## config.mk

```make
export PLATFORM = sky130hd
export DESIGN_NAME = ras_update_ctrl
export DESIGN_NICKNAME = d
export VERILOG_FILES = /design/src/rtl/drac_pkg.sv /design/src/rtl/ras_cmd_fifo.sv /design/src/rtl/ras_update_ctrl.sv
export SDC_FILE = /design/constraint.sdc
export NUM_CORES = 1
export LEC_CHECK = 0
export CORE_ASPECT_RATIO = 1.25
export CORE_UTILIZATION = 61
export CTS_CLUSTER_DIAMETER = 30
export CTS_CLUSTER_SIZE = 30
export DETAILED_ROUTE_END_ITERATION = 7
export PLACE_DENSITY = 0.86
export SYNTH_ARGS = -nofsm -noshare
export SYNTH_HDL_FRONTEND = slang
export SYNTH_HIERARCHICAL = 1
export SYNTH_SLANG_ARGS = --single-unit
export TNS_END_PERCENT = 10
```

## constraint.sdc

```tcl
create_clock -name clk_i -period 8.5 [get_ports clk_i]
set_input_delay 1.7 -clock clk_i [delete_from_list [all_inputs] [get_ports clk_i]]
set_output_delay 1.7 -clock clk_i [all_outputs]
set_load 0.01 [all_outputs]
```

## src/rtl/drac_pkg.sv

```systemverilog
// Shared core types for the return-address-stack command path.
// Latency: n/a (types, constants and a helper function only).
// Backpressure: n/a.
// Build option: RAS_COMPRESSED_EN adds a per-command compressed flag to ras_cmd_t.
package drac_pkg;

    localparam int PHY_VIRT_MAX_ADDR_SIZE = 40;
    typedef logic [PHY_VIRT_MAX_ADDR_SIZE-1:0] addrPC_t;

    // log2 of the number of RAS entries, shared with the return address stack
    localparam int LENGTH_RAS = 4;

    localparam logic [4:0] RAS_LINK_REG_X1 = 5'd1;
    localparam logic [4:0] RAS_LINK_REG_X5 = 5'd5;

    // addr carries the jump PC; the link address is formed at the FIFO head
    typedef struct packed {
        logic    push;
        logic    pop;
        addrPC_t addr;
`ifdef RAS_COMPRESSED_EN
        logic    compressed;
`endif
    } ras_cmd_t;

    function automatic logic is_link_reg(input logic [4:0] r);
        return (r == RAS_LINK_REG_X1) || (r == RAS_LINK_REG_X5);
    endfunction

endpackage

```

## src/rtl/ras_cmd_fifo.sv

```systemverilog
// Command FIFO of ras_cmd_t entries with flush.
// Latency: a written entry is visible at rd_dat_o the cycle after the write.
// Backpressure: writes are ignored when full; flush drops all entries and suppresses that cycle's write and read.
// Ports: clk_i/rst_i (sync, active-high), flush_i, wr_en_i/wr_dat_i, rd_en_i/rd_dat_o,
//        full_o, empty_o, count_o (0..QUEUE_DEPTH).
module ras_cmd_fifo
    import drac_pkg::*;
#(
    parameter int QUEUE_DEPTH = 4
) (
    input  logic                         clk_i,
    input  logic                         rst_i,
    input  logic                         flush_i,
    input  logic                         wr_en_i,
    input  ras_cmd_t                     wr_dat_i,
    input  logic                         rd_en_i,
    output ras_cmd_t                     rd_dat_o,
    output logic                         full_o,
    output logic                         empty_o,
    output logic [$clog2(QUEUE_DEPTH):0] count_o
);

    localparam int PTR_W = $clog2(QUEUE_DEPTH);
    localparam logic [PTR_W:0] FULL_CNT = (PTR_W+1)'(QUEUE_DEPTH);

    ras_cmd_t         r_mem [QUEUE_DEPTH];
    logic [PTR_W-1:0] r_wr_ptr;
    logic [PTR_W-1:0] r_rd_ptr;
    logic [PTR_W:0]   r_count;
    logic             w_do_wr;
    logic             w_do_rd;

    assign full_o  = (r_count == FULL_CNT);
    assign empty_o = (r_count == '0);
    assign count_o = r_count;

    assign w_do_wr = wr_en_i && !full_o  && !flush_i;
    assign w_do_rd = rd_en_i && !empty_o && !flush_i;

    // Storage is cleared on reset so the head reads as an empty command.
    always_ff @(posedge clk_i) begin
        if (rst_i) begin
            r_wr_ptr <= '0;
            r_rd_ptr <= '0;
            r_count  <= '0;
            for (int i = 0; i < QUEUE_DEPTH; i++) begin
                r_mem[i] <= '0;
            end
        end else if (flush_i) begin
            r_wr_ptr <= '0;
            r_rd_ptr <= '0;
            r_count  <= '0;
        end else begin
            if (w_do_wr) begin
                r_mem[r_wr_ptr] <= wr_dat_i;
                r_wr_ptr        <= r_wr_ptr + 1'b1;
            end
            if (w_do_rd) begin
                r_rd_ptr <= r_rd_ptr + 1'b1;
            end
            case ({w_do_wr, w_do_rd})
                2'b10:   r_count <= r_count + 1'b1;
                2'b01:   r_count <= r_count - 1'b1;
                default: r_count <= r_count;
            endcase
        end
    end

    assign rd_dat_o = r_mem[r_rd_ptr];

endmodule

```

## src/rtl/ras_update_ctrl.sv

```systemverilog
// Classifies resolved JAL/JALR into RAS push/pop commands, queues them and issues one per cycle.
// Latency: command accepted in cycle N issues in cycle N+1 when the queue was empty and hold_i is low.
// Backpressure: ready_o drops when the queue is full; hold_i stalls issue; flush_i empties the queue.
// Ports: clk_i/rst_i (sync, active-high); valid_i/ready_o, pc_i, is_jal_i, is_jalr_i, rd_i, rs1_i in;
//        flush_i, hold_i control; push_o, pop_o, pc_push_o to the RAS; depth_o, underflow_o to perf counters.
// Build option: RAS_COMPRESSED_EN adds is_compressed_i (link = pc+2 for compressed jumps).
module ras_update_ctrl
    import drac_pkg::*;
#(
    parameter int QUEUE_DEPTH = 4,
    parameter int LENGTH_RAS  = drac_pkg::LENGTH_RAS
) (
    input  logic                              clk_i,
    input  logic                              rst_i,
    input  logic                              valid_i,
    output logic                              ready_o,
    input  logic [PHY_VIRT_MAX_ADDR_SIZE-1:0] pc_i,
    input  logic                              is_jal_i,
    input  logic                              is_jalr_i,
    input  logic [4:0]                        rd_i,
    input  logic [4:0]                        rs1_i,
`ifdef RAS_COMPRESSED_EN
    input  logic                              is_compressed_i,
`endif
    input  logic                              flush_i,
    input  logic                              hold_i,
    output logic                              push_o,
    output logic                              pop_o,
    output logic [PHY_VIRT_MAX_ADDR_SIZE-1:0] pc_push_o,
    output logic [LENGTH_RAS:0]               depth_o,
    output logic                              underflow_o
);

    localparam int CNT_W = $clog2(QUEUE_DEPTH) + 1;
    localparam logic [CNT_W-1:0]    FULL_CNT  = CNT_W'(QUEUE_DEPTH);
    localparam logic [LENGTH_RAS:0] DEPTH_MAX = (LENGTH_RAS+1)'(2**LENGTH_RAS);

    ras_cmd_t         w_cmd;
    ras_cmd_t         w_head;
    logic             w_rd_link;
    logic             w_rs1_link;
    logic             w_cmd_vld;
    logic             w_full;
    logic             w_empty;
    logic [CNT_W-1:0] w_count;
    logic             w_issue;
    addrPC_t          w_link_inc;

    logic [LENGTH_RAS:0] r_depth;
    logic                r_underflow;

    // ---------------- classification ----------------
    assign w_rd_link  = is_link_reg(rd_i);
    assign w_rs1_link = is_link_reg(rs1_i);

    always_comb begin
        w_cmd      = '0;
        w_cmd.addr = pc_i;
`ifdef RAS_COMPRESSED_EN
        w_cmd.compressed = is_compressed_i;
`endif
        if (is_jal_i) begin
            w_cmd.push = w_rd_link;
        end else if (is_jalr_i) begin
            w_cmd.push = w_rd_link;
            // same link register in rd and rs1 is a plain call, not a coroutine swap
            w_cmd.pop  = w_rs1_link && (!w_rd_link || (rd_i != rs1_i));
        end
    end

    assign w_cmd_vld = w_cmd.push || w_cmd.pop;

    // ---------------- command queue ----------------
    // ready_o looks only at occupancy so it never depends on this cycle's issue.
    assign ready_o = (w_count != FULL_CNT);
    assign w_issue = !w_empty && !hold_i && !flush_i;

    ras_cmd_fifo #(
        .QUEUE_DEPTH (QUEUE_DEPTH)
    ) u_fifo (
        .clk_i    (clk_i),
        .rst_i    (rst_i),
        .flush_i  (flush_i),
        .wr_en_i  (valid_i && w_cmd_vld && !w_full),
        .wr_dat_i (w_cmd),
        .rd_en_i  (w_issue),
        .rd_dat_o (w_head),
        .full_o   (w_full),
        .empty_o  (w_empty),
        .count_o  (w_count)
    );

    // ---------------- issue ----------------
`ifdef RAS_COMPRESSED_EN
    assign w_link_inc = w_head.compressed ? addrPC_t'(2) : addrPC_t'(4);
`else
    assign w_link_inc = addrPC_t'(4);
`endif

    assign push_o = w_issue && w_head.push;
    assign pop_o  = w_issue && w_head.pop;
    // A never-written slot holds an all-zero command and shows address 0.
    assign pc_push_o = (w_head.push || w_head.pop) ? (w_head.addr + w_link_inc) : '0;

    // ---------------- shadow depth ----------------
    // Not touched by flush: the RAS itself keeps its contents.
    always_ff @(posedge clk_i) begin
        if (rst_i) begin
            r_depth     <= '0;
            r_underflow <= 1'b0;
        end else begin
            r_underflow <= 1'b0;
            if (w_issue) begin
                if (w_head.push && !w_head.pop) begin
                    if (r_depth != DEPTH_MAX) begin
                        r_depth <= r_depth + 1'b1;
                    end
                end else if (w_head.pop && !w_head.push) begin
                    if (r_depth == '0) begin
                        r_underflow <= 1'b1;
                    end else begin
                        r_depth <= r_depth - 1'b1;
                    end
                end
            end
        end
    end

    assign depth_o     = r_depth;
    assign underflow_o = r_underflow;

endmodule

```

==> reports/qor.yml <==
timing:
  setup_ws_ns: 2.29
  worst_pin_slew_ns: 1.22
  finalHoldViolCount: 0
  setup_viol: 0
  fin_crit_sh_pct: 73.1
  rsz0062_at_grt: "false"
  slew_headroom_pct: 19.0
  setup_tns_ns: 0
  fmax_ghz: 0.161
  final.setup_skew_ns: 0.00614
  slew_viol_final: 0
  period_needed_ns: 6.21
layout:
  num_antenna_cells: 0
  finalNetCount: 856
  fillers: 956
  area_growth_pct: 17.0
  drive_gt1_share_pct: 12.3
synth:
  synth_compound_area_share_pct: 4.16
  synth_adder_area_share_pct: 1.49
  avgSynthCellArea_sq_um: 13.2
  synth_seq_cells: 183
  synth_top_family_by_area: "simple AND/OR/NAND/NOR gates"
  yosysTopAreaCell: "edfxtp_1"
  ys_types: 51
  post_synth_mux_area_share_pct: 10.9
  yosysSeqAreaShare_pct: 56.9
  syn_inst: 713
  synth.area.top_cells: "edfxtp_1, mux4_2, and3_1"
  netlist_area_sq_um: 9390
  synth_xor_area_share_pct: 1.77
  synth_fp_nets: 780
  ys.flop_type: "edfxtp_1"
  synth-edff-count: 168
  yosys_warnings: 6
  synth_top_cell_area_share_pct: 53.7
  yosys.area_share.simple_pct: 20.6
  synthArstFlopShare_pct: 0
floorplanning:
  dieArea_sq_um: 15900
  initial_core_util_pct: 62.5
  num_rows: 50
  chipHeight_um: 141
  core_sq_um: 15000
  die_x_um: 113
  ios: 106
place:
  place.gp.congestion: 0.847
  port_buffers: 105
  dp_hpwl_um: 13200
  pre_cts_ws_ns: 2.71
power:
  power_frac_clock_pct: 40.6
  power.density_nw_per_um2: 172
  totalPowerFinal_mw: 1.89
  p_seq_share_pct: 53.9
  combPwrFrac_pct: 5.5
  total_leakage_power_nw: 4.18
  p_switching_mw: 0.397
  vdd_drop_max_v: 0.000123
  cellInternalPower_mw: 1.49
  p_sw_share_pct: 21.0
worst_setup_path:
  rrSetupSlack_ns: 5.01
  cp.arrival_ns: 4.51
  worstPathMaxFanout: 24
  r2r_end: "depth_o[4]"
  start_kind: "flop"
  required_ns: 6.80
  worstSetupPathType: "flop to output port"
  worstRegToRegCells: 9
  endpoint_kind: "output port"
clock_tree:
  cts_num_sinks: 183
  h-tree-depth: 4
  cts-root-buf: "clkbuf_16"
  cts_tree: "built"
  cts_made_buffers: 17
  clk_latency_ns: 0.42
  cts_setup_buffers: 0
  postCtsHoldBufs: 0
  path_clk_slew_ns: 0.06
  clk_path_buf_depth: 2
  ctsResizeCount: 0
route:
  ant_nets: 0
  drt-wirelength-per-cell_um: 22.2
  drtIter0Drc: 704
  postRouteWirelength_um: 21800
  num_vias: 6548
  drc: 0
  first_pass_iters: 5
  drt-vias-per-instance: 6.65
global_routing:
  antenna_found_initial: 0
  grt_pass1_vias: 6549
  grt_util_all_layers_pct: 28.5
  grt_overflow: 0
  grt_pass1_wl_um: 34000
  grt_max_degree: 169
outcome:
  status: "finished, final reports clean"
hold_path:
  hp-start: "u_fifo/r_rd_ptr[1]"
  whs_path_depth: 2
  hold_path.class: "flop to flop"
job:
  max-cap-violations: 0
[stage by stage]
stage / utilization, % / instance area, sq um / hold slack (ns) / std cells
floorplan: - / 9390 / 0.483 / 713
global placement: 69.3 / 10400 / 0.513 / 952
detailed placement: 69.3 / 10400 / 0.524 / 952
CTS: 73.2 / 11000 / 0.539 / 984
global route: 73.2 / 11000 / 0.578 / 984
finish: 73.2 / 11000 / 0.537 / 984
[worst max-delay path by stage]
stage / start / endpoint / slack [ns] / cells past startpoint
after floorplan: rs1_i[1] / u_fifo/r_mem[0][0] / 4.03 / 7
after global placement: flop / pc_push_o[38] / 2.84 / 8
after detailed placement: flop / pc_push_o[35] / 2.71 / 7
after CTS: flop / pc_push_o[38] / 2.25 / 8
after global routing: flop / pc_push_o[38] / 2.02 / 8
final: flop / pc_push_o[38] / 2.29 / 8
[power groups by stage]
| stage | logic, mW | clock network [mW] | registers [mW] |
|---|---|---|---|
| after floorplan | 0.0450 | 0 | 1.03 |
| after global placement | 0.100 | 0 | 1.04 |
| after detailed placement | 0.104 | 0 | 1.04 |
| after CTS | 0.105 | 0.775 | 1.02 |
| after global routing | 0.111 | 0.805 | 1.02 |
| final | 0.105 | 0.768 | 1.02 |
[cells in the mapped netlist (15+ instances only)]
library cell,instances
clkbuf_1,28
nand2_1,15
and3_1,129
a21oi_1,27
and2_1,45
nand3_1,17
buf_6,15
xor2_1,16
dfxtp_1,15
mux4_2,42
edfxtp_1,168
nor2_1,32
[cells by family (layout without fill, tap and decap cells)]
logic type / after synthesis / count (layout)
simple gates: 320 / 320
flops: 183 / 183
buf+inv: 68 / 157
compound gates: 64 / 64
mux: 49 / 49
xor+xnor: 19 / 19
fa+ha+maj: 10 / 10
[layer usage]
metal  global-route usage [%]  vias up  share of wire [%]
met2                     49.9      364                 53
li1                         -     2898                  -
met3                     4.99       50                7.4
met4                     12.8        0                2.9
met5                        0        -                  0
met1                     34.6     3236                 37
[placed cells by master, fill, tap and decap left out, types with 3 or more instances in the layout]
| cell type | count |
|---|---|
| dfxtp_1 | 13 |
| nand3_1 | 17 |
| and4_1 | 7 |
| edfxtp_1 | 168 |
| or3_1 | 13 |
| mux2i_1 | 3 |
| mux2_2 | 4 |
| nand3b_1 | 3 |
| clkbuf_16 | 17 |
| ha_1 | 8 |
| nor2b_1 | 8 |
| a21oi_1 | 27 |
| nor4_1 | 4 |
| inv_1 | 12 |
| or4_1 | 11 |
| and3_1 | 129 |
| a21o_1 | 4 |
| mux4_2 | 42 |
| buf_4 | 7 |
| clkdlybuf4s50_1 | 105 |
| clkinv_4 | 3 |
| o31ai_1 | 12 |
| nand4_1 | 14 |
| o21ai_0 | 14 |
| nand2_1 | 15 |
| and2_1 | 45 |
| clkinvlp_4 | 4 |
| xnor2_1 | 3 |
| inv_6 | 3 |
| nor2_1 | 31 |
| nor3_1 | 5 |
| xor2_1 | 16 |
[final cells by class]
type	count	area, sq um	area share (%)
inverter	13	51.3	0.467
clock inverter	13	148	1.34
timing repair buffer	112	1100	10.0
tap	182	228	2.07
clock buffer	19	433	3.94
sequential	183	5350	48.7
multi-input combinational	462	3680	33.5
[flip-flops by register name, summed over array words and instances (netlist names), named ones only]
name	flops
u_fifo/count_o	3
underflow_o	1
depth_o	5
u_fifo/r_mem	168
u_fifo/r_rd_ptr	2
u_fifo/r_wr_ptr	2
[worst max-delay path: stages, from the launching register on]
cell and delay (ns):
dfxtp_2 0.82, buf_4 0.55, mux4_2 0.35, ha_1 0.26
and4_1 0.55, nand4_1 0.35, or4_1 0.49, a21oi_1 0.16
clkdlybuf4s50_1 0.55
(Power assumes the default switching activity.)
